<file path="config.mk">
export PLATFORM = sky130hd
export DESIGN_NAME = jkt_mode_register
export DESIGN_NICKNAME = d
export VERILOG_FILES = /design/src/rtl/jkt_pkg.sv /design/src/rtl/jkt_cell.sv /design/src/rtl/jkt_mode_register.sv
export SDC_FILE = /design/constraint.sdc
export NUM_CORES = 1
export LEC_CHECK = 0
export CAP_MARGIN = 20
export CORE_UTILIZATION = 41
export CTS_CLUSTER_SIZE = 30
export DETAILED_ROUTE_END_ITERATION = 7
export PLACE_DENSITY_LB_ADDON = 0.25
export SETUP_SLACK_MARGIN = 0.5
export SYNTH_ARGS = -nofsm -noshare
export SYNTH_HDL_FRONTEND = slang
export SYNTH_SLANG_ARGS = --single-unit
</file>
<file path="constraint.sdc">
create_clock -name clk -period 1.8 [get_ports clk]
set_input_delay 0.36 -clock clk [delete_from_list [all_inputs] [get_ports clk]]
set_output_delay 0.36 -clock clk [all_outputs]
set_load 0.01 [all_outputs]
</file>
<file path="src/rtl/jkt_pkg.sv">
// Shared mode encodings and per-bit excitation function for the multi-mode T-flip-flop register.
package jkt_pkg;

  localparam logic [2:0] MODE_HOLD = 3'd0;
  localparam logic [2:0] MODE_JK   = 3'd1;
  localparam logic [2:0] MODE_T    = 3'd2;
  localparam logic [2:0] MODE_D    = 3'd3;
  localparam logic [2:0] MODE_UP   = 3'd4;
  localparam logic [2:0] MODE_DOWN = 3'd5;
  localparam logic [2:0] MODE_SR   = 3'd6;

  // Toggle request for one bit; carry is the up/down chain term for that bit (1 for bit 0).
  function automatic logic t_excite(
    input logic [2:0] mode,
    input logic       j,
    input logic       k,
    input logic       q,
    input logic       carry
  );
    logic t;
    t = 1'b0;
    case (mode)
      MODE_JK:   t = (j & ~q) | (k & q);
      MODE_T:    t = j;
      MODE_D:    t = j ^ q;
      MODE_UP:   t = carry;
      MODE_DOWN: t = carry;
      MODE_SR:   t = (j & ~k & ~q) | (k & ~j & q);
      default:   t = 1'b0;
    endcase
    return t;
  endfunction

endpackage

</file>
<file path="src/rtl/jkt_cell.sv">
// Single T flip-flop with per-instance reset value and clock enable.
module jkt_cell (
  input  logic clk,
  input  logic rst,
  input  logic en,
  input  logic t,
  input  logic rst_val,
  output logic q
);

  always_ff @(posedge clk or posedge rst) begin
    if (rst) begin
      q <= rst_val;
    end else if (en) begin
      q <= q ^ t;
    end
  end

endmodule

</file>
<file path="src/rtl/jkt_mode_register.sv">
// WIDTH-bit multi-mode register (JK/T/D/SR/up/down counter) built from T flip-flops.
// Optional macro JKT_SAT_EN: counters saturate at the limits instead of wrapping.
module jkt_mode_register
  import jkt_pkg::*;
#(
  parameter int               WIDTH   = 8,
  parameter logic [WIDTH-1:0] RST_VAL = '0
) (
  input  logic             clk,
  input  logic             rst,
  input  logic             en,
  input  logic [2:0]       mode,
  input  logic [WIDTH-1:0] j,
  input  logic [WIDTH-1:0] k,
  output logic [WIDTH-1:0] q,
  output logic [WIDTH-1:0] qb,
  output logic             wrap,
  output logic             sr_err
);

  logic [WIDTH-1:0] w_q;
  logic [WIDTH-1:0] w_t;
  logic [WIDTH-1:0] w_up_chain;
  logic [WIDTH-1:0] w_dn_chain;
  logic [WIDTH-1:0] w_carry;
  logic             w_limit;
  logic             w_sat_hold;
  logic             w_conflict;
  logic             r_wrap;
  logic             r_sr_err;

  // Counter sits at the edge of its range: the next step would wrap (or is held when saturating).
  assign w_limit = ((mode == MODE_UP) && (&w_q)) || ((mode == MODE_DOWN) && (~|w_q));

`ifdef JKT_SAT_EN
  assign w_sat_hold = w_limit;
`else
  assign w_sat_hold = 1'b0;
`endif

  assign w_conflict    = (mode == MODE_SR) && (|(j & k));
  assign w_up_chain[0] = 1'b1;
  assign w_dn_chain[0] = 1'b1;

  genvar gi;
  generate
    for (gi = 1; gi < WIDTH; gi++) begin : g_chain
      assign w_up_chain[gi] = w_up_chain[gi-1] & w_q[gi-1];
      assign w_dn_chain[gi] = w_dn_chain[gi-1] & ~w_q[gi-1];
    end

    for (gi = 0; gi < WIDTH; gi++) begin : g_bit
      assign w_carry[gi] = (mode == MODE_DOWN) ? w_dn_chain[gi] : w_up_chain[gi];
      assign w_t[gi]     = ~w_sat_hold & t_excite(mode, j[gi], k[gi], w_q[gi], w_carry[gi]);

      jkt_cell u_cell (
        .clk     (clk),
        .rst     (rst),
        .en      (en),
        .t       (w_t[gi]),
        .rst_val (RST_VAL[gi]),
        .q       (w_q[gi])
      );
    end
  endgenerate

  // Pulse flops are rewritten every cycle so en=0 forces them low.
  always_ff @(posedge clk or posedge rst) begin
    if (rst) begin
      r_wrap   <= 1'b0;
      r_sr_err <= 1'b0;
    end else begin
      r_wrap   <= en & w_limit;
      r_sr_err <= en & w_conflict;
    end
  end

  assign q      = w_q;
  assign qb     = ~w_q;
  assign wrap   = r_wrap;
  assign sr_err = r_sr_err;

endmodule

</file>
==> results of run 1 <==
[sequential cells by signal (all words and copies together) (netlist names)]
register,cells
g_bit.u_cell.q,8
sr_err,1
wrap,1
[worst max-delay path, cell delays in order, from the launching register on]
cell,delay (ns)
dfrtp_1,0.40
or3b_4,0.41
buf_4,0.14
buf_6,0.10
buf_6,0.12
nor4_4,0.11
buf_4,0.17
a311oi_1,0.05
or3_1,0.33
nand3_1,0.11
[layout make-up]
| type | instances | area (um^2) |
|---|---|---|
| Timing Repair Buffer | 108 | 1020 |
| Multi-Input combinational cell | 119 | 985 |
| Fill cell | 138 | 369 |
| Sequential cell | 10 | 254 |
| Inverter | 10 | 50.0 |
| Tap cell | 31 | 38.8 |
| Clock buffer | 4 | 36.3 |
[synthesized netlist by cell type, drive strengths merged (3+ instances only)]
cell	number	share of area [%]
nand2	15	4.7
a21oi	12	5.0
buf	10	6.0
dfrtp	10	21
o21ai	10	4.2
clkbuf	9	2.8
inv	9	2.8
nand3	7	2.9
nand2b	5	2.6
mux2i	4	3.3
nor3b	4	2.5
o311a	4	3.3
o31ai	4	2.5
a211oi	3	1.9
and3	3	1.6
nand3b	3	1.9
nor3	3	1.3
o211ai	3	1.9
or3b	3	2.4
[cells by family (layout without fill, tap and decap cells)]
group | after synthesis | in the layout
AND/OR/NAND/NOR | 58 | 58
multiplexers | 6 | 6
AO/OA/AOI/OAI | 53 | 53
XOR/XNOR | 2 | 2
buffers and inverters | 29 | 122
flip-flops | 10 | 10
[worst paths after layout]
| kind | start | to | depth (start not counted) |
|---|---|---|---|
| worst min register to register | g_bit[4].u_cell.q | g_bit[4].u_cell.q | 2 |
| worst min-delay path | rst | g_bit[6].u_cell.q | 2 |
| worst max register to register | g_bit[0].u_cell.q | g_bit[4].u_cell.q | 9 |
| max in group asynchronous | rst | g_bit[2].u_cell.q | 2 |
| min in group clk | j[6] | g_bit[6].u_cell.q | 4 |
| worst max-delay path | g_bit[0].u_cell.q | g_bit[4].u_cell.q | 9 |
[power by group]
group / internal, mW / switching [mW]
Sequential: 0.282 / 0.0660
Combinational: 0.732 / 0.615
Clock: 0.123 / 0.100
[per-layer routing]
layer	up-vias	part of all wire, %	global-route usage [%]
met4	0	5.7	23.0
met3	44	11	6.51
li1	785	-	-
met5	-	0	0
met1	856	36	38.5
met2	148	47	58.8
[repair_timing]
item                                    4_1_cts  5_1_grt
gates resized for setup                      92       53
hold buffers                                  0        0
endpoints found under the setup margin       28       26
pin swaps                                    16       20
buffers inserted                             17       13
cloned                                        0        1
==> flow_summary.yaml, run 1 <==
placed_design:
  post-place-ws_ns: -0.551
  post_dp_cell_area_um2: 1850
  portBuffers: 39
  place_hpwl_um: 3220
  dp_cells: 247
  gp_congestion: 0.916
timing:
  fin_skew_ns: 0.00173
  setup-tns-final_ns: -0.888
  worst_slack_ns: -0.214
  hold_viol: 0
  tightest_slew_ns: 0.457
  slew_violations: 0
  slew_headroom_pct: 69.3
  fmax_mhz: 497
  finalSetupViolations: 7
  holdWs_ns: 0.390
  period_share_pct: 112
  period_minus_slack_ns: 2.01
  rsz0062_at_grt: "yes"
clocking:
  clk_latency_ns: 0.28
  clock_path_buffers: 2
  clock-root-buffer: "clkbuf_4"
  htreeDepth: 1
  cts_sinks: 10
  cts_buffers: 3
  cts_tree: "done"
  clkTransAtPathRegs_ns: 0.08
synth:
  synthDistinctLibCells: 46
  synthXorXnorAreaFrac_pct: 1.46
  synthesis.nets: 180
  yosys.area_share.simple_pct: 28.4
  synth_fa_ha_area_share_pct: 0
  synth_compound_area_share_pct: 32.1
  yosysSeqAreaShare_pct: 20.9
  ys_warn_count: 0
  synth_edf_count: 0
  syn_area_per_cell_um2: 7.59
  syn_inst: 158
  async_flop_share_pct: 100
  synth-seq-cells: 10
  syn_area_um2: 1200
  synthMuxAreaShare_pct: 5.21
  synth_top_family_by_area: "compound AO/OA/AOI/OAI gates"
  synth_flop_cell: "dfrtp_1"
detailed_routing:
  drt_iter0_drc: 107
  wl_um: 6230
  wl_per_cell_um: 22.1
  dr.pass1.iters: 4
  vias: 1833
  postRouteAntennaNets: 0
  post_drt_via_cell_ratio: 6.50
  drc: 0
final_layout:
  fin_area_um2: 2390
  drive_gt1_share_pct: 51.0
  layout_commonest_cell: "buf_4"
  post-route-util_pct: 86.6
  mostFrequentLayoutCells: "buf_4, buf_6, clkdlybuf4s50_1"
  syn2layout_area_growth_pct: 99.1
  fin_cells: 282
  final_nets: 274
  diodes: 0
worst_setup_path:
  reg2reg_slack_ns: -0.21
  setup.worst_path.start_class: "register"
  crit_type: "register to register"
  required_ns: 2.02
  path_max_fanout: 3
  end_kind: "register"
  worst_ep_arrival_time_ns: 2.23
grt:
  grt_pass1_vias: 1747
  grt_overflow: 0
  grt_usage_pct: 34.4
  grt_pass1_wl_um: 8450
  grt_max_degree: 27
  antenna_found_initial: 0
flow_run:
  cap_viol_max_count: 0
pwr:
  power_density_nw_per_um2: 803
  p_leak_nw: 1.10
  irDropWorstVdd_mv: 0.955
  power_mw: 1.92
floorplanning:
  rows: 19
  core_um2: 2760
  io_pins: 40
  die_h_um: 56.1
  start_util_pct: 43.5
  dieArea_um2: 3150
  die-width_um: 56.1
hold_path:
  hp-class: "primary input to asynchronous set/reset pin"
status:
  status: "finished with violations"
  violations: "setup timing"
(Power assumes the default switching activity.)
==> run 2, diff against run 1 <==
SLEW_MARGIN = 15   (was default)
==> results of run 2 <==
Final layout, timing and power as in run 1 (identical DEF).
==> edit: new RTL, flow settings as in run 2 <==
Change the parameter `WIDTH` from 8 to 6.
--- a/src/rtl/jkt_mode_register.sv
+++ b/src/rtl/jkt_mode_register.sv
@@ -3,7 +3,7 @@
 module jkt_mode_register
   import jkt_pkg::*;
 #(
-  parameter int               WIDTH   = 8,
+  parameter int               WIDTH   = 6,
   parameter logic [WIDTH-1:0] RST_VAL = '0
 ) (
   input  logic             clk,
Ports: changed (resized j, k, q and qb); port bits go from 40 to 32. The function was not compared with the original's and may differ.
==> edit against run 2 <==
  * Power down 8.7%
  * Clock skew up 3.7 ps
  * Design area fell by 25%
  * Combinational power down 6%
  * Worst setup slack improved by 310 ps
  * Wire length is 22% lower
  * Synthesized area is 23% lower
  * Die area is 22% lower
  * Sequential cell count is 2 lower
==> edit: results <==
set metrics [dict create \
    status "finished clean" \
    place_inst 191 \
    yosys.area_share.xor_xnor_pct 3.774 \
    via_count_of_the_first_global_routing_pass 1229 \
    synthTopCellsByArea "sky130_fd_sc_hd__dfrtp_1, sky130_fd_sc_hd__buf_4, sky130_fd_sc_hd__a21oi_1, sky130_fd_sc_hd__inv_1, sky130_fd_sc_hd__nand2b_1" \
    maximum_number_of_pins_on_one_net_before_global_route_repair 10 \
    synth.avg_cell_area_um2 7.141 \
    switching_power_uw 775.4 \
    grtUsageMet2_pct 54.95 \
    final.fill_count 99 \
    timing.rr.start "g_bit[2].u_cell.q" \
    clk-insertion-delay-late_ps 260 \
    proportion_of_synthesized_chip_area_in_sequential_cells_pct 21.56 \
    preCtsSetupSlack_ps -319.4 \
    ff2ff_setup_slack_ps 100 \
    tightest_slew_ps 337.2 \
    largest_reg_flops 6 \
    post_drt_wl_per_cell_um 21.66 \
    drt_first_pass_iters 5 \
    power_frac_comb_pct 72.5 \
    dp_hpwl_um 2091 \
    cp.arrival_ps 1840 \
    layout-drive-gt1-share_pct 50.00 \
    netSwitchingFraction_pct 44.29 \
    fin_hold_ws_ps 352.9 \
    grt_pass1_wl_um 5927 \
    synth_mux_area_share_pct 1.078 \
    rr_endpoint "g_bit[5].u_cell.q" \
    met1_use_gr_pct 38.68 \
    num_vias 1442 \
    clockPowerShare_pct 9.1 \
    drt-initial-drc-count 120 \
    met1_length_um 1759 \
    wl_met2_um 2291 \
    finalWeightedCongestion 0.9079 \
    max_freq_mhz 587.7 \
]
==> edit: cell types whose count changed in the layout (fill, tap and decap cells not counted), moves of 4 or more <==
cell	before	now
sky130_fd_sc_hd__nor2_1	2	9
sky130_fd_sc_hd__nand2_1	15	7
sky130_fd_sc_hd__buf_4	46	28
sky130_fd_sc_hd__inv_1	4	9
sky130_fd_sc_hd__buf_6	25	16
sky130_fd_sc_hd__clkbuf_2	1	5
sky130_fd_sc_hd__clkdlybuf4s50_1	16	10
sky130_fd_sc_hd__o311a_1	4	0
sky130_fd_sc_hd__nor3b_1	4	0
sky130_fd_sc_hd__inv_4	5	1
sky130_fd_sc_hd__dfrtp_1	7	2
==> edit: layout make-up <==
cell class	count	area, µm²	area share, %
Timing Repair Buffer	74	660.6	37.05
Multi-Input combinational cell	97	803.3	45.05
Clock buffer	4	26.28	1.474
Tap cell	27	33.78	1.895
Inverter	13	51.30	2.877
Sequential cell	8	207.7	11.65
